[src/rtl/conv_pkg.sv]
// ---------------------------------------------------------------------------
// conv_pkg
// Shared types and helpers for the convolution sequencer.
//   conv_seq_state_t  : sequencer states (LOAD, COMPUTE, DRAIN, OUTPUT)
//   conv_num_outputs  : number of outputs produced per input vector
// ---------------------------------------------------------------------------
package conv_pkg;

  typedef enum logic [1:0] {
    LOAD    = 2'd0,
    COMPUTE = 2'd1,
    DRAIN   = 2'd2,
    OUTPUT  = 2'd3
  } conv_seq_state_t;

  // Valid (no zero padding) convolution length.
  function automatic int conv_num_outputs(input int lenx, input int lenf);
    return lenx - lenf + 1;
  endfunction

endpackage

[src/rtl/conv_seq_addr_gen.sv]
// ---------------------------------------------------------------------------
// conv_seq_addr_gen
// Output index (n) / tap index (k) counters and the one-cycle issue pipeline
// that lines acc_en/acc_clr up with data returning from the x memory and the
// filter ROM.
// Ports:
//   clk, reset     : clock, asynchronous active-high reset
//   clear_i        : load finished, restart at output 0
//   issue_i        : a read pair is issued this cycle (COMPUTE)
//   advance_i      : output accepted, move to the next output index
//   x_addr_o       : x memory read address n+k
//   f_addr_o       : filter ROM address k
//   last_tap_o     : k is on the final tap
//   last_out_o     : n is the final output of the vector
//   acc_en_o       : accumulate the data returned this cycle
//   acc_clr_o      : data returned this cycle belongs to tap 0
// ---------------------------------------------------------------------------
module conv_seq_addr_gen
  import conv_pkg::*;
#(
  parameter int LENX  = 20,
  parameter int LENF  = 13,
  parameter int ADDRX = $clog2(LENX),
  parameter int ADDRF = $clog2(LENF)
) (
  input  logic             clk,
  input  logic             reset,
  input  logic             clear_i,
  input  logic             issue_i,
  input  logic             advance_i,
  output logic [ADDRX-1:0] x_addr_o,
  output logic [ADDRF-1:0] f_addr_o,
  output logic             last_tap_o,
  output logic             last_out_o,
  output logic             acc_en_o,
  output logic             acc_clr_o
);

  localparam int NOUT = conv_num_outputs(LENX, LENF);

  logic [ADDRX-1:0] n_q, n_d;
  logic [ADDRF-1:0] k_q, k_d;
  logic             acc_en_q, acc_clr_q;

  assign last_tap_o = (k_q == ADDRF'(LENF - 1));
  assign last_out_o = (n_q == ADDRX'(NOUT - 1));
  // n+k stays below LENX because n <= LENX-LENF and k <= LENF-1.
  assign x_addr_o   = n_q + ADDRX'(k_q);
  assign f_addr_o   = k_q;
  assign acc_en_o   = acc_en_q;
  assign acc_clr_o  = acc_clr_q;

  // Next-state logic for the tap and output counters.
  always_comb begin
    k_d = k_q;
    n_d = n_q;
    if (issue_i) begin
      if (last_tap_o) begin
        k_d = '0;
      end else begin
        k_d = k_q + ADDRF'(1);
      end
    end else begin
      k_d = k_q;
    end
    if (clear_i) begin
      n_d = '0;
    end else if (advance_i) begin
      n_d = n_q + ADDRX'(1);
    end else begin
      n_d = n_q;
    end
  end

  // Counter state and the issue-delay flops (memory/ROM read latency is one cycle).
  always_ff @(posedge clk or posedge reset) begin
    if (reset) begin
      n_q       <= '0;
      k_q       <= '0;
      acc_en_q  <= 1'b0;
      acc_clr_q <= 1'b0;
    end else begin
      n_q       <= n_d;
      k_q       <= k_d;
      acc_en_q  <= issue_i;
      acc_clr_q <= issue_i & (k_q == '0);
    end
  end

endmodule

[src/rtl/conv_seq_ctrl.sv]
// ---------------------------------------------------------------------------
// conv_seq_ctrl
// Sequencer for the convolution datapath: loads LENX samples into x memory,
// then for each of LENX-LENF+1 outputs issues LENF read pairs and presents the
// finished y with full back-pressure.
// Ports:
//   clk, reset            : clock, asynchronous active-high reset
//   s_valid_x / s_ready_x : input sample handshake
//   x_wr_en, x_addr       : x memory write enable, write/read address
//   f_addr                : filter ROM address
//   acc_en, acc_clr       : accumulator update / load-instead-of-add
//   m_valid_y / m_ready_y : output handshake
//   busy                  : not in LOAD
//   stall_cnt             : (CONV_SEQ_PERF_EN only) saturating count of
//                           cycles with m_valid_y & !m_ready_y
// Build option: define CONV_SEQ_PERF_EN to add the stall counter.
// ---------------------------------------------------------------------------
module conv_seq_ctrl
  import conv_pkg::*;
#(
  parameter int LENX  = 20,
  parameter int LENF  = 13,
  parameter int ADDRX = $clog2(LENX),
  parameter int ADDRF = $clog2(LENF)
) (
  input  logic             clk,
  input  logic             reset,
  input  logic             s_valid_x,
  output logic             s_ready_x,
  output logic             x_wr_en,
  output logic [ADDRX-1:0] x_addr,
  output logic [ADDRF-1:0] f_addr,
  output logic             acc_en,
  output logic             acc_clr,
  output logic             m_valid_y,
  input  logic             m_ready_y,
  output logic             busy
`ifdef CONV_SEQ_PERF_EN
  ,
  output logic [31:0]      stall_cnt
`endif
);

  if (LENF > LENX) begin : g_param_check
    $error("conv_seq_ctrl: LENF (%0d) must not exceed LENX (%0d)", LENF, LENX);
  end

  conv_seq_state_t  state_q;
  logic [ADDRX-1:0] wr_cnt_q;
  logic             m_valid_y_q;

  logic             load_done_s;
  logic             last_tap_s;
  logic             last_out_s;
  logic [ADDRX-1:0] rd_addr_s;

  // Ready is gated by reset so nothing is accepted while reset is held.
  assign s_ready_x   = (state_q == LOAD) & ~reset;
  assign x_wr_en     = s_valid_x & s_ready_x;
  assign load_done_s = x_wr_en & (wr_cnt_q == ADDRX'(LENX - 1));
  assign x_addr      = (state_q == LOAD) ? wr_cnt_q : rd_addr_s;
  assign m_valid_y   = m_valid_y_q;
  assign busy        = (state_q != LOAD);

  conv_seq_addr_gen #(
    .LENX (LENX),
    .LENF (LENF),
    .ADDRX(ADDRX),
    .ADDRF(ADDRF)
  ) u_addr_gen (
    .clk       (clk),
    .reset     (reset),
    .clear_i   (load_done_s),
    .issue_i   (state_q == COMPUTE),
    .advance_i ((state_q == OUTPUT) & m_ready_y & ~last_out_s),
    .x_addr_o  (rd_addr_s),
    .f_addr_o  (f_addr),
    .last_tap_o(last_tap_s),
    .last_out_o(last_out_s),
    .acc_en_o  (acc_en),
    .acc_clr_o (acc_clr)
  );

  // Sequencer FSM with load counter and registered m_valid_y.
  always_ff @(posedge clk or posedge reset) begin
    if (reset) begin
      state_q     <= LOAD;
      wr_cnt_q    <= '0;
      m_valid_y_q <= 1'b0;
    end else begin
      case (state_q)
        LOAD: begin
          if (x_wr_en) begin
            if (load_done_s) begin
              wr_cnt_q <= '0;
              state_q  <= COMPUTE;
            end else begin
              wr_cnt_q <= wr_cnt_q + ADDRX'(1);
            end
          end
        end
        COMPUTE: begin
          if (last_tap_s) begin
            state_q <= DRAIN;
          end
        end
        DRAIN: begin
          // Last accumulate lands this cycle; y is complete on the next.
          state_q     <= OUTPUT;
          m_valid_y_q <= 1'b1;
        end
        OUTPUT: begin
          if (m_ready_y) begin
            m_valid_y_q <= 1'b0;
            state_q     <= last_out_s ? LOAD : COMPUTE;
          end
        end
        default: begin
          state_q     <= LOAD;
          m_valid_y_q <= 1'b0;
        end
      endcase
    end
  end

`ifdef CONV_SEQ_PERF_EN
  logic [31:0] stall_cnt_q;

  assign stall_cnt = stall_cnt_q;

  // Saturating count of cycles where y is offered but not taken.
  always_ff @(posedge clk or posedge reset) begin
    if (reset) begin
      stall_cnt_q <= 32'd0;
    end else if (m_valid_y_q & ~m_ready_y & (stall_cnt_q != 32'hFFFF_FFFF)) begin
      stall_cnt_q <= stall_cnt_q + 32'd1;
    end
  end
`endif

endmodule
[config.mk]
export PLATFORM = sky130hd
export DESIGN_NAME = conv_seq_ctrl
export DESIGN_NICKNAME = d
export VERILOG_FILES = /design/src/rtl/conv_pkg.sv /design/src/rtl/conv_seq_addr_gen.sv /design/src/rtl/conv_seq_ctrl.sv
export SDC_FILE = /design/constraint.sdc
export NUM_CORES = 1
export LEC_CHECK = 0
export CELL_PAD_IN_SITES_DETAIL_PLACEMENT = 0
export CELL_PAD_IN_SITES_GLOBAL_PLACEMENT = 1
export CORE_UTILIZATION = 44
export DETAILED_ROUTE_END_ITERATION = 8
export GPL_TIMING_DRIVEN = 0
export HOLD_SLACK_MARGIN = 0.02
export PLACE_DENSITY_LB_ADDON = 0.1
export SLEW_MARGIN = 5
export SYNTH_ARGS = -nofsm -noshare
export SYNTH_HDL_FRONTEND = slang
export SYNTH_SLANG_ARGS = --single-unit
[constraint.sdc]
create_clock -name clk -period 4.5 [get_ports clk]
set_input_delay 0.9 -clock clk [delete_from_list [all_inputs] [get_ports clk]]
set_output_delay 0.9 -clock clk [all_outputs]
set_load 0.02 [all_outputs]
==> results_tabular.tex <==
\begin{tabular}{lr}
\hline
Metric & Value \\
\hline
\multicolumn{2}{l}{\textbf{Run status}} \\
Run status & finished clean \\
\multicolumn{2}{l}{\textbf{GRT}} \\
Maximum number of pins on one net before global-route repair & 20 \\
Wire length of the first global-routing pass & 3980 um \\
Gr usage total & 0.192 \\
GR Overflow Total & 0 \\
Number of global-route vias before repair & 887 \\
Initial antenna violation count & 0 \\
\multicolumn{2}{l}{\textbf{Logic synthesis}} \\
Gate Count Post-Synth & 127 \\
Flip-flop and latch count after synthesis & 19 \\
Proportion of synthesized chip area in sequential cells & 0.387 \\
Warnings, synthesis & 0 \\
Top post-synthesis cells by area & sky130\_fd\_sc\_hd\_\_dfrtp\_1 39\%, sky130\_fd\_sc\_hd\_\_ha\_1 13\%, sky130\_fd\_sc\_hd\_\_o21ai\_0 5.7\% \\
Number of unique standard cell types used by synthesis & 38 \\
Leading area contributor after synthesis & sky130\_fd\_sc\_hd\_\_dfrtp\_1 \\
Most used flip-flop cell after synthesis & sky130\_fd\_sc\_hd\_\_dfrtp\_1 \\
Fraction of registers with async set or reset after synthesis & 1.00 \\
Syn\_area\_per\_cell & 9.66 um\^{}2 \\
Proportion of netlist area held by the largest area contributor & 0.387 \\
Number of nets in the synthesized netlist & 145 \\
Number of enable flip-flop cells after synthesis & 0 \\
Cell Area, Synth & 1230 um\^{}2 \\
\multicolumn{2}{l}{\textbf{Timing}} \\
Fmax & 284 MHz \\
Setup violations, final & 0 \\
Hold Fails Final Rpt & 0 \\
Hold slack final & 0.490 ns \\
Crit share post-route & 0.782 \\
Max-slew violations & 0 \\
Worst Tran Pin Value & 0.761 ns \\
Total Negative Setup Slacks & 0 ns \\
RSZ-0062 raised after global routing & no \\
Shortest clock period the worst path allows after layout & 3.52 ns \\
Remaining max-slew budget at the tightest pin & 0.492 \\
Worst Clk Skew & 0.00231 ns \\
\multicolumn{2}{l}{\textbf{Clock network}} \\
PostCTS Resize Cnt & 0 \\
Clock H-tree levels & 1 \\
Clk Tree Root Cell & sky130\_fd\_sc\_hd\_\_clkbuf\_4 \\
Hold buffers post-CTS & 0 \\
Clock Sinks & 19 \\
TritonCTS Buffers & 3 \\
Clock transition time at the flip-flop clock pins of the worst setup and hold paths & 0.11 ns \\
Setup repair bufs after CTS & 0 \\
Clock latency on the worst-skew pair & 0.30 ns \\
TritonCTS clock tree & built \\
Largest buffer count on any clock path & 2 \\
\multicolumn{2}{l}{\textbf{Drt}} \\
First-pass DRT Iterations & 4 \\
Final ANT Viol Nets & 0 \\
Met3 layer wire length in the routed design & 112 um \\
Met2 routed wirelength & 1140 um \\
Routed vias/inst & 5.54 \\
Routed length per placed instance & 13.7 um \\
Sum of routed wire segments on met1 & 1180 um \\
Highest metal used & met4 \\
Violation count after the first detailed-routing iteration & 19 \\
Total wirelength of the detailed-routed design & 2460 um \\
Via Count & 991 \\
Number of remaining DRC errors & 0 \\
\multicolumn{2}{l}{\textbf{Power and ir drop}} \\
Net switching power & 0.502 mW \\
Leakage power total & 0.669 nW \\
Clk pwr share & 0.079 \\
Sequential fraction of design power & 0.291 \\
Overall power of the completed layout & 1.12 mW \\
Internal & 0.613 mW \\
Switching part of the total power & 0.450 \\
Worst ir drop on vdd & 453 uV \\
Power density of the placed cells & 758 nW/um\^{}2 \\
Combinational share of power & 0.630 \\
\multicolumn{2}{l}{\textbf{Die}} \\
Floorplan core area & 2540 um\^{}2 \\
Std cell rows & 18 \\
Die span in x & 54.8 um \\
\# IOs & 19 \\
Die area & 3000 um\^{}2 \\
Starting density of the core & 0.482 \\
Die Span Y & 54.8 um \\
\multicolumn{2}{l}{\textbf{Critical path}} \\
Setup crit end kind & output pin \\
Category of the most critical setup path & reg -> out \\
Cell Chain, Critical Path & ha\_1, inv\_1, fa\_1, nor2b\_1, o21ai\_0, nor3b\_1, o31ai\_1, clkdlybuf4s50\_1 \\
Crit path launch type & flop \\
Worst Path Required & 3.60 ns \\
Max incr delay on CP & 0.64 ns \\
Critical-path top delay cell & sky130\_fd\_sc\_hd\_\_clkdlybuf4s50\_1 \\
CP Max Fanout & 5 \\
Data arrival at the endpoint of the critical path & 2.62 ns \\
\multicolumn{2}{l}{\textbf{Finish}} \\
Proportion of layout cells with a drive suffix above 1 & 0.0604 \\
Non-Filler Cell Area, Final & 1470 um\^{}2 \\
Post-route insts no fill & 179 \\
Number of nets at the end of the flow & 168 \\
Syn-to-layout area delta & 19.9\% \\
Filler cell count & 236 \\
Number of antenna repair diodes & 0 \\
\multicolumn{2}{l}{\textbf{Min path}} \\
Class of the most critical hold timing path & reg -> reg \\
\multicolumn{2}{l}{\textbf{Placement}} \\
Area of placed instances & 1450 um\^{}2 \\
GP Congestion & 0.754 \\
Estimated wirelength of the detail-placed design & 1900 um \\
Count of port buffers added during placement & 18 \\
Count of placed standard cells including taps & 175 \\
\multicolumn{2}{l}{\textbf{Run}} \\
Count of max-cap constraint violations & 0 \\
\hline
\end{tabular}
cell usage in the layout (no fill, tap or decap), types with 2 or more instances in the layout:
cell / instances
sky130_fd_sc_hd__clkbuf_1: 2
sky130_fd_sc_hd__dfrtp_1: 19
sky130_fd_sc_hd__nand3_1: 4
sky130_fd_sc_hd__clkdlybuf4s50_1: 18
sky130_fd_sc_hd__nor2b_1: 4
sky130_fd_sc_hd__a21o_1: 2
sky130_fd_sc_hd__nor2_1: 4
sky130_fd_sc_hd__clkbuf_4: 3
sky130_fd_sc_hd__a21oi_1: 5
sky130_fd_sc_hd__xor2_1: 3
sky130_fd_sc_hd__o21ai_0: 14
sky130_fd_sc_hd__nor3b_1: 3
sky130_fd_sc_hd__inv_1: 12
sky130_fd_sc_hd__nand2_1: 17
sky130_fd_sc_hd__xnor2_1: 2
sky130_fd_sc_hd__ha_1: 13
cell families after synthesis:
kind of cell / share of synthesized area
and+or+nand+nor: 0.219
AOI/OAI and AO/OA: 0.148
DFF: 0.387
adders and majority gates: 0.149
buffers and inverters: 0.0397
xor gates and xnor gates: 0.0357
muxes: 0.0214
stage by stage:
stage / util / setup WS (ns)
after floorplan: - / 1.61
after global placement: 0.568 / 1.19
after detailed placement: 0.568 / 1.20
after CTS: 0.578 / 0.969
after global routing: 0.578 / 0.782
final: 0.578 / 0.980
area by class of cell:
class                           count  area (um^2)  area share
Sequential cell                    19          475       0.323
Tap cell                           30         37.5      0.0255
Inverter                           12         45.0      0.0306
Multi-Input combinational cell     95          703       0.478
Buffer                              1         3.75     0.00255
Timing Repair Buffer               18          180       0.122
Clock buffer                        4         26.3      0.0179
worst max-delay path, delay by kind of cell, from the launching register on:
kind	cells	cell delay (ns)
adders and majority gates	2	0.59
DFF	1	0.44
and+or+nand+nor	2	0.27
buffers and inverters	2	0.70
AOI/OAI and AO/OA	2	0.32
per-layer routing:
metal / vias up / track usage
li1: 490 / -
met1: 475 / 0.249
met2: 22 / 0.313
met3: 4 / 0.0333
met4: 0 / 0.0769
met5: - / 0
Yosys cell counts, types with 2 or more instances:
cell type,n
sky130_fd_sc_hd__dfrtp_1,19
sky130_fd_sc_hd__nand2_1,17
sky130_fd_sc_hd__o21ai_0,14
sky130_fd_sc_hd__ha_1,13
sky130_fd_sc_hd__inv_1,12
sky130_fd_sc_hd__a21oi_1,5
sky130_fd_sc_hd__nand3_1,4
sky130_fd_sc_hd__nor2_1,4
sky130_fd_sc_hd__nor2b_1,4
sky130_fd_sc_hd__nor3b_1,3
sky130_fd_sc_hd__xor2_1,3
sky130_fd_sc_hd__a21o_1,2
sky130_fd_sc_hd__xnor2_1,2
registers in the layout, indices dropped and copies added, names as in the netlist:
register	flops
u_addr_gen.n_q	5
state_q	2
m_valid_y	1
u_addr_gen.acc_clr_o	1
u_addr_gen.acc_en_o	1
wr_cnt_q	5
u_addr_gen.f_addr_o	4
final timing paths:
path	from	endpoint	slack [ns]	cells past startpoint
worst max-delay path	u_addr_gen.f_addr_o[0]	x_addr[4]	0.98	8
worst min-delay path	m_valid_y	m_valid_y	0.49	2
worst max register to register	state_q[0]	state_q[1]	2.70	6
worst min register to register	m_valid_y	m_valid_y	0.49	2
max in group asynchronous	reset	u_addr_gen.n_q[1]	2.93	2
min in group asynchronous	reset	u_addr_gen.n_q[2]	1.10	2
power by group through the flow:
| stage | Clock [mW] | Combinational, mW | Sequential [mW] |
|---|---|---|---|
| 6_report | 0.0881 | 0.703 | 0.324 |
| 5_1_grt | 0.100 | 0.780 | 0.338 |
| 4_1_cts | 0.0930 | 0.710 | 0.324 |
| 3_5_place_dp | 0 | 0.705 | 0.329 |
| 3_3_place_gp | 0 | 0.688 | 0.325 |
| 2_1_floorplan | 0 | 0.426 | 0.339 |
Power figures use the tool's default switching activity.
